$ cat config.mk
export PLATFORM = sky130hd
export DESIGN_NAME = period_meter_flat
export DESIGN_NICKNAME = d
export VERILOG_FILES = /design/src/rtl/period_meter_if.sv /design/src/rtl/period_meter.sv /design/src/flat_wrapper.sv
export SDC_FILE = /design/constraint.sdc
export NUM_CORES = 1
export LEC_CHECK = 0
export CORE_UTILIZATION = 30
export DETAILED_ROUTE_END_ITERATION = 7
export HOLD_SLACK_MARGIN = 0.03
export PLACE_DENSITY = 0.51
export RECOVER_POWER = 25
export SETUP_SLACK_MARGIN = 0.3
export SLEW_MARGIN = 30
export SYNTH_ARGS = -nofsm -noshare
export SYNTH_HDL_FRONTEND = slang
export SYNTH_SLANG_ARGS = --single-unit
$ cat constraint.sdc
create_clock -name clk -period 4.8 [get_ports clk]
set_input_delay 0.96 -clock clk [delete_from_list [all_inputs] [get_ports clk]]
set_output_delay 0.96 -clock clk [all_outputs]
set_load 0.02 [all_outputs]
$ cat src/rtl/period_meter_if.sv
// period_meter_if: control inputs and measurement results of a period meter.
interface period_meter_if #(parameter int COUNT_SIZE = 8);
  logic enable;
  logic pulseIn;
  logic [COUNT_SIZE-1:0] periodOut;
  logic [7:0] amountOut;
  logic valid;
  logic ovf;
  logic busy;
  modport master (output enable, pulseIn, input periodOut, amountOut, valid, ovf, busy);
  modport slave (input enable, pulseIn, output periodOut, amountOut, valid, ovf, busy);
endinterface

$ cat src/rtl/period_meter.sv
// period_meter: measures rising-edge to rising-edge period of pulseIn in clk cycles.
module period_meter #(parameter int COUNT_SIZE = 8) (
  input logic clk,
  input logic rst,
  period_meter_if.slave bus
);
  localparam logic [1:0] IDLE = 2'b00;
  localparam logic [1:0] ARMED = 2'b01;
  localparam logic [1:0] MEASURE = 2'b10;
  logic [1:0] state;
  logic [COUNT_SIZE-1:0] cnt;
  logic [COUNT_SIZE-1:0] period;
  logic [7:0] amount;
  logic pulse_prev;
  logic valid_q;
  logic ovf_q;
  logic rise;
  assign rise = bus.pulseIn & ~pulse_prev;
  // An edge wins over saturation so a full 2^COUNT_SIZE-1 period is still captured.
  always_ff @(posedge clk or negedge rst) begin
    if (!rst) begin
      state <= IDLE;
      cnt <= '0;
      period <= '0;
      amount <= '0;
      pulse_prev <= 1'b0;
      valid_q <= 1'b0;
      ovf_q <= 1'b0;
    end else begin
      pulse_prev <= bus.pulseIn;
      valid_q <= 1'b0;
      ovf_q <= 1'b0;
      if (!bus.enable) begin
        state <= IDLE;
        cnt <= '0;
      end else begin
        case (state)
          IDLE: begin
            state <= ARMED;
            cnt <= '0;
          end
          ARMED: if (rise) begin
            state <= MEASURE;
            cnt <= COUNT_SIZE'(1);
          end
          MEASURE: if (rise) begin
            period <= cnt;
            amount <= cnt[COUNT_SIZE-1 -: 8];
            cnt <= COUNT_SIZE'(1);
            valid_q <= 1'b1;
          end else if (&cnt) begin
            state <= ARMED;
            cnt <= '0;
            ovf_q <= 1'b1;
          end else begin
            cnt <= cnt + COUNT_SIZE'(1);
          end
          default: begin
            state <= IDLE;
            cnt <= '0;
          end
        endcase
      end
    end
  end
  // MEASURE is the only encoding with bit 1 set, so busy is a plain state bit.
  assign bus.busy = state[1];
  assign bus.periodOut = period;
  assign bus.amountOut = amount;
  assign bus.valid = valid_q;
  assign bus.ovf = ovf_q;
endmodule

$ cat src/flat_wrapper.sv
// flat-port wrapper written by rule: the top's interface ports become plain ports
module period_meter_flat 
#(parameter int COUNT_SIZE = 8)
  (clk, rst, bus_enable, bus_pulseIn, bus_periodOut, bus_amountOut, bus_valid, bus_ovf, bus_busy);
  period_meter_if #(.COUNT_SIZE(COUNT_SIZE)) bus_i ();
  input logic clk;
  input logic rst;
  input wire logic [$bits(bus_i.enable)-1:0] bus_enable;
  input wire logic [$bits(bus_i.pulseIn)-1:0] bus_pulseIn;
  output wire logic [$bits(bus_i.periodOut)-1:0] bus_periodOut;
  output wire logic [$bits(bus_i.amountOut)-1:0] bus_amountOut;
  output wire logic [$bits(bus_i.valid)-1:0] bus_valid;
  output wire logic [$bits(bus_i.ovf)-1:0] bus_ovf;
  output wire logic [$bits(bus_i.busy)-1:0] bus_busy;
  assign bus_i.enable = bus_enable;
  assign bus_i.pulseIn = bus_pulseIn;
  assign bus_periodOut = bus_i.periodOut;
  assign bus_amountOut = bus_i.amountOut;
  assign bus_valid = bus_i.valid;
  assign bus_ovf = bus_i.ovf;
  assign bus_busy = bus_i.busy;
  period_meter #(.COUNT_SIZE(COUNT_SIZE)) u_core (.clk(clk), .rst(rst), .bus(bus_i));
endmodule
# --- Word level (Yosys, flattened, before mapping) ---
# Index checks and enable logic that the tools add are counted.
totals:
  ff_bits: 21
  input_bits: 4
  out_inout_bits: 19
  word_cells: 35
op_classes:
  addsub: 1
  eq_ne: 5
  n_mux: 17
  n_bitwise: 2
  reduce_logical: 4
ops:
  columns: ["cell", "n"]
  rows:
  - ["8-bit 2-to-1 mux", 4]
  - ["8-bit case mux with 2 select lines", 1]
  - ["8-bit by 1-bit adder with 8-bit output, second input constant", 1]
  - ["2-bit 2-to-1 mux", 4]
  - ["8-bit AND reduction", 1]
  - ["1-bit 2-to-1 mux", 7]
  - ["3-bit by 2-bit != test with 1-bit output, second input constant", 2]
  - ["2-bit case mux with 3 select lines", 1]
  - ["3-bit AND reduction", 2]
  - ["3-bit != test, second input constant", 1]
  - ["2-bit by 1-bit == test with 1-bit output, second input constant", 1]
  - ["2-bit == test, second input constant", 1]
  - ["2-bit logical NOT", 1]
  - ["1-bit AND", 1]
  - ["1-bit inverter", 1]

# --- Longest topological paths before layout ---
# Gate-level depths: netlist of run 1.
logic_depth:
  word_depth: 5
  ltp_mapped: 6

# --- Worst setup path after synthesis of run 1 ---
# OpenSTA, ideal clock, no wires.
synth_path:
  path_type: "in2reg"
  start: "in bus_pulseIn"
  end: "reg u_core.cnt[7]"
  setup_ns: 0.127
  arrival_time_ns: 1.736
  t_required_ns: 4.673
  path_slack_ns: 2.937
  path_stages: 5
  n_path_buf: 1
  path_cell_list: "nor2b_4 > buf_6 > o2111a_2 > a31oi_2 > o31ai_2"
synth_between:
  elab_chain_cells: 4
  elab_cells_between_ends: 5
synth_rtl:
  columns: ["element", "line", "text"]
  rows:
  - ["from (decl)", "flat_wrapper.sv:9", "input wire logic [$bits(bus_i.pulseIn)-1:0] bus_pulseIn;"]
  - ["1-bit AND *", "period_meter.sv:18", "assign rise = bus.pulseIn & ~pulse_prev;"]
  - ["8-bit 2-to-1 mux", "period_meter.sv:46", "MEASURE: if (rise) begin"]
  - ["8-bit case mux with 2 select lines", "period_meter.sv:37", "case (state)"]
  - ["8-bit 2-to-1 mux", "period_meter.sv:33", "if (!bus.enable) begin"]
  - ["to (signal assigned)", "period_meter.sv:56", "cnt <= cnt + COUNT_SIZE'(1);"]
  - ["to (decl)", "period_meter.sv:11", "logic [COUNT_SIZE-1:0] cnt;"]
# Every way passes the cells marked *; elsewhere a longest branch is shown, timed or not.
# A chain may end at the register's enable or synchronous reset.

# --- Worst setup path after layout of run 1 ---
layout_path:
  start: "in bus_enable"
  end: "reg u_core.cnt[7]"
layout_between:
  elab_chain_cells: 1
  elab_cells_between_ends: 2
layout_rtl:
  columns: ["element", "line", "text"]
  rows:
  - ["from (decl)", "flat_wrapper.sv:8", "input wire logic [$bits(bus_i.enable)-1:0] bus_enable;"]
  - ["3-bit by 2-bit != test with 1-bit output (no line) or 8-bit 2-to-1 mux (tied branches)", null, null]
# Parallel ways exist; a longest one is shown, timed or not.

==> results.cfg, run 1 <==
[status]
status = finished clean

[clock_tree]
h-tree-depth = 1
cts-resized-gates = 0
cts.sinks = 21
cts-root-buf = clkbuf_8
clk_latency_ns = 0.27
clockBufferDepth = 2
cts_tree = done
postCtsSetupRepairBufs = 0
clk_pin_slew_ns = 0.08
cts_hold_buf = 0
cts_made_buffers = 3

[detailed_routing]
drc = 0
wirelength_um = 2230
first_iter_violations = 20
dr_total_vias = 828
dr.pass1.iters = 4
drtAntennaViolNets = 0
wl_per_cell_um = 13.3
via_per_inst = 4.93

[logic_synthesis]
synth_edf_count = 0
yosysUniqueCellTypes = 39
netlist_area_um2 = 1170
yosysWarningCount = 0
ys_async_sr_fraction_pct = 100
syn_inst = 104
synth_area_per_cell_um2 = 11.2
synthTopCellsByArea = dfrtp_1 45%, mux2_1 6.8%, buf_4 5.8%
synth-main-ff-cell = dfrtp_1
netlist.area_leader.share_pct = 45.0
synth-seq-cells = 21
yosysTopAreaCell = dfrtp_1
synth_fp_nets = 113
yosysSeqAreaShare_pct = 45.0

[setup_path]
crit_buf_inv = 1
worst-endpoint-arrival_ns = 2.48
required_ns = 4.98
cp_slowest_stage_delay_ns = 0.72
r2r_cells = 6
cp_slowest_cell = clkdlybuf4s50_1
crit_chain = clkdlybuf4s50_1 > nand3_1 > nor2_2 > a21oi_2 > o31ai_2
critical_path.top_delay_family = buffers and inverters
cp_max_fo = 9
cp-end-kind = flop
cp-start-kind = input port
path_depth = 5
path_class = in -> reg

[finish]
syn_to_final_growth_pct = 20.7
final_cells = 168
fin_nets = 130
post-route-util_pct = 38.2
post-route-cell-area_um2 = 1410
final_cell_mix = 21 x clkdlybuf4s50_1, 21 x dfrtp_1, 7 x mux2_1
antennaDiodeCount = 0
drive_above_1_share_pct = 13.3

[placement]
post_dp_cell_area_um2 = 1370
dp.cells = 164
routabilityCongestion = 0.777
dp_hpwl_um = 1670
port_buffers = 22

[grt]
antenna_found_initial = 0
grt_max_degree = 22
grt_first_pass_wirelength_um = 3970
grt.total_usage_pct = 12.6
grt-ovfl-total = 0
grt_pass1_vias = 811

[die]
io_pins = 23
die_area_um2 = 4140
die_x_um = 64.4
die_h_um = 64.4
num_rows = 22
core_um2 = 3690
initial_core_util_pct = 31.6

[timing]
relSlewSlack_pct = 27.2
skew_ns = 0.00427
setup_viol = 0
rsz0062_at_grt = no
timing.final.crit_period_ns = 2.30
fmax_ghz = 0.435
slew_violations = 0
finalHoldViolations = 0
worst_pin_slew_ns = 1.09
setup-tns-final_ns = 0
hold_slack_ns = 0.518
min_period_over_period_pct = 47.9

[job]
drv_cap = 0

[min_path]
whs_path_depth = 1
worstHoldPathType = reg -> reg

[power]
p_leak_nw = 0.604
ir_worst_vdd_mv = 0.0992
power_density_nw_per_um2 = 261
sequential cells by signal (all words and copies together), names as in the netlist:
signal / cells
u_core.bus.ovf: 1
u_core.bus.periodOut: 8
u_core.bus.valid: 1
u_core.cnt: 8
u_core.pulse_prev: 1
u_core.state: 2
metal layers:
layer	global-route usage, %	share of wire, %	vias to the layer above
met1	15.8	45	398
met5	0	0	-
met3	1.61	2.8	5
met2	20.4	50	23
met4	7.78	2.7	0
li1	-	-	402
cells in the mapped netlist, types with 2 or more instances:
| cell | count |
|---|---|
| dfrtp_1 | 21 |
| buf_4 | 9 |
| mux2_1 | 7 |
| a21oi_1 | 6 |
| nor2_1 | 6 |
| o21ai_1 | 6 |
| ha_1 | 5 |
| inv_1 | 5 |
| nand2_1 | 3 |
| nand2b_1 | 2 |
| nand3_1 | 2 |
| nand4_1 | 2 |
| nor3_1 | 2 |
| o2111ai_1 | 2 |
| xor2_1 | 2 |
cells by family after synthesis:
family | share of synthesized area [%]
AO/OA/AOI/OAI | 16.3
buffers and inverters | 8.36
adder cells (fa/ha/maj) | 5.36
AND/OR/NAND/NOR | 15.1
multiplexers | 7.61
XOR/XNOR | 2.25
flip-flops | 45.0
stage by stage:
stage	setup WS, ns	power (mW)
CTS	2.50	0.374
floorplan	2.94	0.237
global route	2.37	0.390
detailed placement	2.21	0.254
global placement	2.27	0.252
finish	2.50	0.368
path summary, 6_finish.rpt:
path                                    startpoint                      end  slack (ns)
setup / recovery                        bus_enable            u_core.cnt[7]        2.50
hold / removal             u_core.bus.periodOut[6]  u_core.bus.periodOut[6]        0.52
setup reg to reg                   u_core.state[1]            u_core.cnt[7]        3.08
hold reg to reg            u_core.bus.periodOut[6]  u_core.bus.periodOut[6]        0.52
max in group asynchronous                      rst          u_core.state[0]        3.27
min in group asynchronous                      rst         u_core.bus.valid        0.87
area by class of cell:
| cell class | count | area, um^2 |
|---|---|---|
| Fill cell | 382 | 2280 |
| Multi-Input combinational cell | 68 | 544 |
| Sequential cell | 21 | 526 |
| Timing Repair Buffer | 22 | 214 |
| Tap cell | 48 | 60.1 |
| Clock buffer | 3 | 41.3 |
| Inverter | 5 | 18.8 |
| Clock inverter | 1 | 5.00 |
report_power, final:
part | total, mW | internal [mW] | switching [mW] | leakage (nW)
Combinational | 0.0626 | 0.0230 | 0.0396 | 0.288
Clock | 0.117 | 0.0580 | 0.0591 | 0.0255
Sequential | 0.188 | 0.181 | 0.00681 | 0.290
Total | 0.368 | 0.262 | 0.106 | 0.604
No activity file was read; power rests on OpenSTA's default activity.
==> run 2, diff against run 1 <==
- clock period: 4.8 -> 2.2 ns (I/O delays scaled with it)
==> run 2 against run 1 <==
  * Die area unchanged
  * Combinational power increased by 120%
  * Core utilization increased by 0.64 points
  * Cell count increased by 1.8%
  * Total power increased by 120%
  * Sequential share of layout area decreased by 0.62 points
  * Hold slack got worse by 0.0063 ns
  * Non-clock buffer count increased by 3
  * Clock skew increased by 0.0015 ns
  * Register-to-register slack got worse by 2.6 ns
  * Sequential power increased by 120%
  * Critical path depth decreased by 1
  * Critical path type unchanged
  * Critical endpoint is now u_core.bus.periodOut[6]
  * Highest routed layer unchanged
==> results.cfg, run 2 (synthesized netlist as in run 1, its figures left out) <==
[setup_path]
startpoint = bus_pulseIn
cp-end-kind = flop
regToRegEndpoint = u_core.cnt[7]
r2r_setup_slack_ns = 0.49
cp-start-kind = input port
required_ns = 2.34
cp_slowest_cell = dlygate4sd3_1
r2r_start = u_core.state[1]
path_class = in -> reg
worst-endpoint-arrival_ns = 1.97
crit_chain = dlygate4sd3_1 > nor2b_4 > nand3_4 > mux2_1
cp_max_fo = 14
cp_slowest_stage_delay_ns = 0.58
cp-endpoint = u_core.bus.periodOut[6]
crit_buf_inv = 1
critical_path.top_delay_family = simple AND/OR/NAND/NOR gates
path_depth = 4
r2r_cells = 6

[power]
ir_worst_vdd_mv = 0.202
p_leak_nw = 0.615
power_density_nw_per_um2 = 560
p_sw_share_pct = 28.0
clkPwrFrac_pct = 31.4
p_comb_share_pct = 17.5
switchingPower_mw = 0.225
p_int_mw = 0.577
seqPwrFrac_pct = 51.1

[grt]
grt_first_pass_wirelength_um = 3900
grt_pass1_vias = 807
grt-ovfl-total = 0
grt_max_degree = 22
antenna_found_initial = 0
grt.total_usage_pct = 12.4

[finish]
fin_nets = 133
post-route-util_pct = 38.8
drive_above_1_share_pct = 13.8
final_common_cell = dfrtp_1
antennaDiodeCount = 0
syn_to_final_growth_pct = 22.7
post-route-cell-area_um2 = 1430
final_cell_mix = 21 x dfrtp_1, 20 x clkdlybuf4s50_1, 7 x mux2_1
n_fill_cell = 364

[timing]
fmax_ghz = 0.548
min_period_over_period_pct = 82.9
timing.final.crit_period_ns = 1.82
slew_violations = 0
setup_viol = 0
rsz0062_at_grt = no
setup-tns-final_ns = 0
skew_ns = 0.00582
worst_pin_slew_ns = 1.14
finalHoldViolations = 0
relSlewSlack_pct = 23.8

[clock_tree]
cts.sinks = 21
cts_made_buffers = 3
clk_pin_slew_ns = 0.08
postCtsSetupRepairBufs = 0
h-tree-depth = 1
cts-root-buf = clkbuf_8
clockBufferDepth = 2
cts_hold_buf = 0
cts-resized-gates = 0
cts_tree = done
clk_latency_ns = 0.26

[die]
num_rows = 22
die_area_um2 = 4140
io_pins = 23
die_x_um = 64.4
initial_core_util_pct = 31.6
core_um2 = 3690
die_h_um = 64.4

[min_path]
whs_path_depth = 2
worstHoldPathType = reg -> reg

[detailed_routing]
dr.pass1.iters = 4
drc = 0
first_iter_violations = 29
drtAntennaViolNets = 0
wl_per_cell_um = 13.1
via_per_inst = 4.80
dr_total_vias = 821
wirelength_um = 2240

[placement]
routabilityCongestion = 0.796
dp_hpwl_um = 1680
post_dp_cell_area_um2 = 1390
port_buffers = 22

[status]
status = finished clean

[job]
drv_cap = 0
-- run 2: cell count changes in the layout (fill, tap and decap cells not counted) --
cell / delta
buf_4: +2
dlygate4sd3_1: +2
clkdlybuf4s50_1: -1
clkinv_2: -1
clkbuf_1: +1
-- run 2: routing by layer --
metal | vias to the layer above | track usage, % | wire length [um]
li1 | 411 | - | -
met1 | 392 | 17.3 | 1140
met2 | 16 | 18.4 | 1020
met3 | 2 | 2.14 | 48
met4 | 0 | 5.83 | 23
met5 | - | 0 | 0
-- run 2: per-stage QoR --
step	hold slack (ns)	setup WS, ns	instances	total power [mW]
after floorplan	0.144	0.565	104	0.517
after global placement	0.495	0.233	167	0.557
after detailed placement	0.505	0.169	167	0.560
after CTS	0.524	0.423	171	0.813
after global routing	0.550	0.297	171	0.849
final	0.511	0.376	171	0.802
-- run 2: how the worst min path moves through the flow --
stage | start | endpoint | slack, ns
after floorplan | rst | u_core.bus.ovf | 0.14
after global placement | u_core.bus.periodOut[7] | u_core.bus.periodOut[7] | 0.49
after detailed placement | u_core.bus.periodOut[7] | u_core.bus.periodOut[7] | 0.50
after CTS | u_core.bus.periodOut[7] | u_core.bus.periodOut[7] | 0.52
after global routing | u_core.bus.periodOut[2] | u_core.bus.periodOut[2] | 0.55
final | u_core.bus.periodOut[7] | u_core.bus.periodOut[7] | 0.51
-- run 2: worst min-delay path, stage by stage (launching register included) --
cell	delay, ns
dfrtp_1	0.37
nand2_1	0.05
o21ai_1	0.06
-- run 2: power by group through the flow --
stage               clock network, mW  registers (mW)  logic, mW
floorplan                           0           0.416      0.101
global placement                    0           0.417      0.140
detailed placement                  0           0.417      0.142
CTS                             0.261           0.410      0.143
global route                    0.278           0.412      0.159
finish                          0.252           0.410      0.140
-- run 2: layout make-up --
type / count / area [um^2] / share of cell area, %
clock buffers: 4 / 45.0 / 3.14
multi-input cells: 68 / 544 / 38.0
well taps: 48 / 60.1 / 4.19
repair buffers: 25 / 239 / 16.7
inverters: 5 / 18.8 / 1.31
flip-flops and latches: 21 / 526 / 36.7
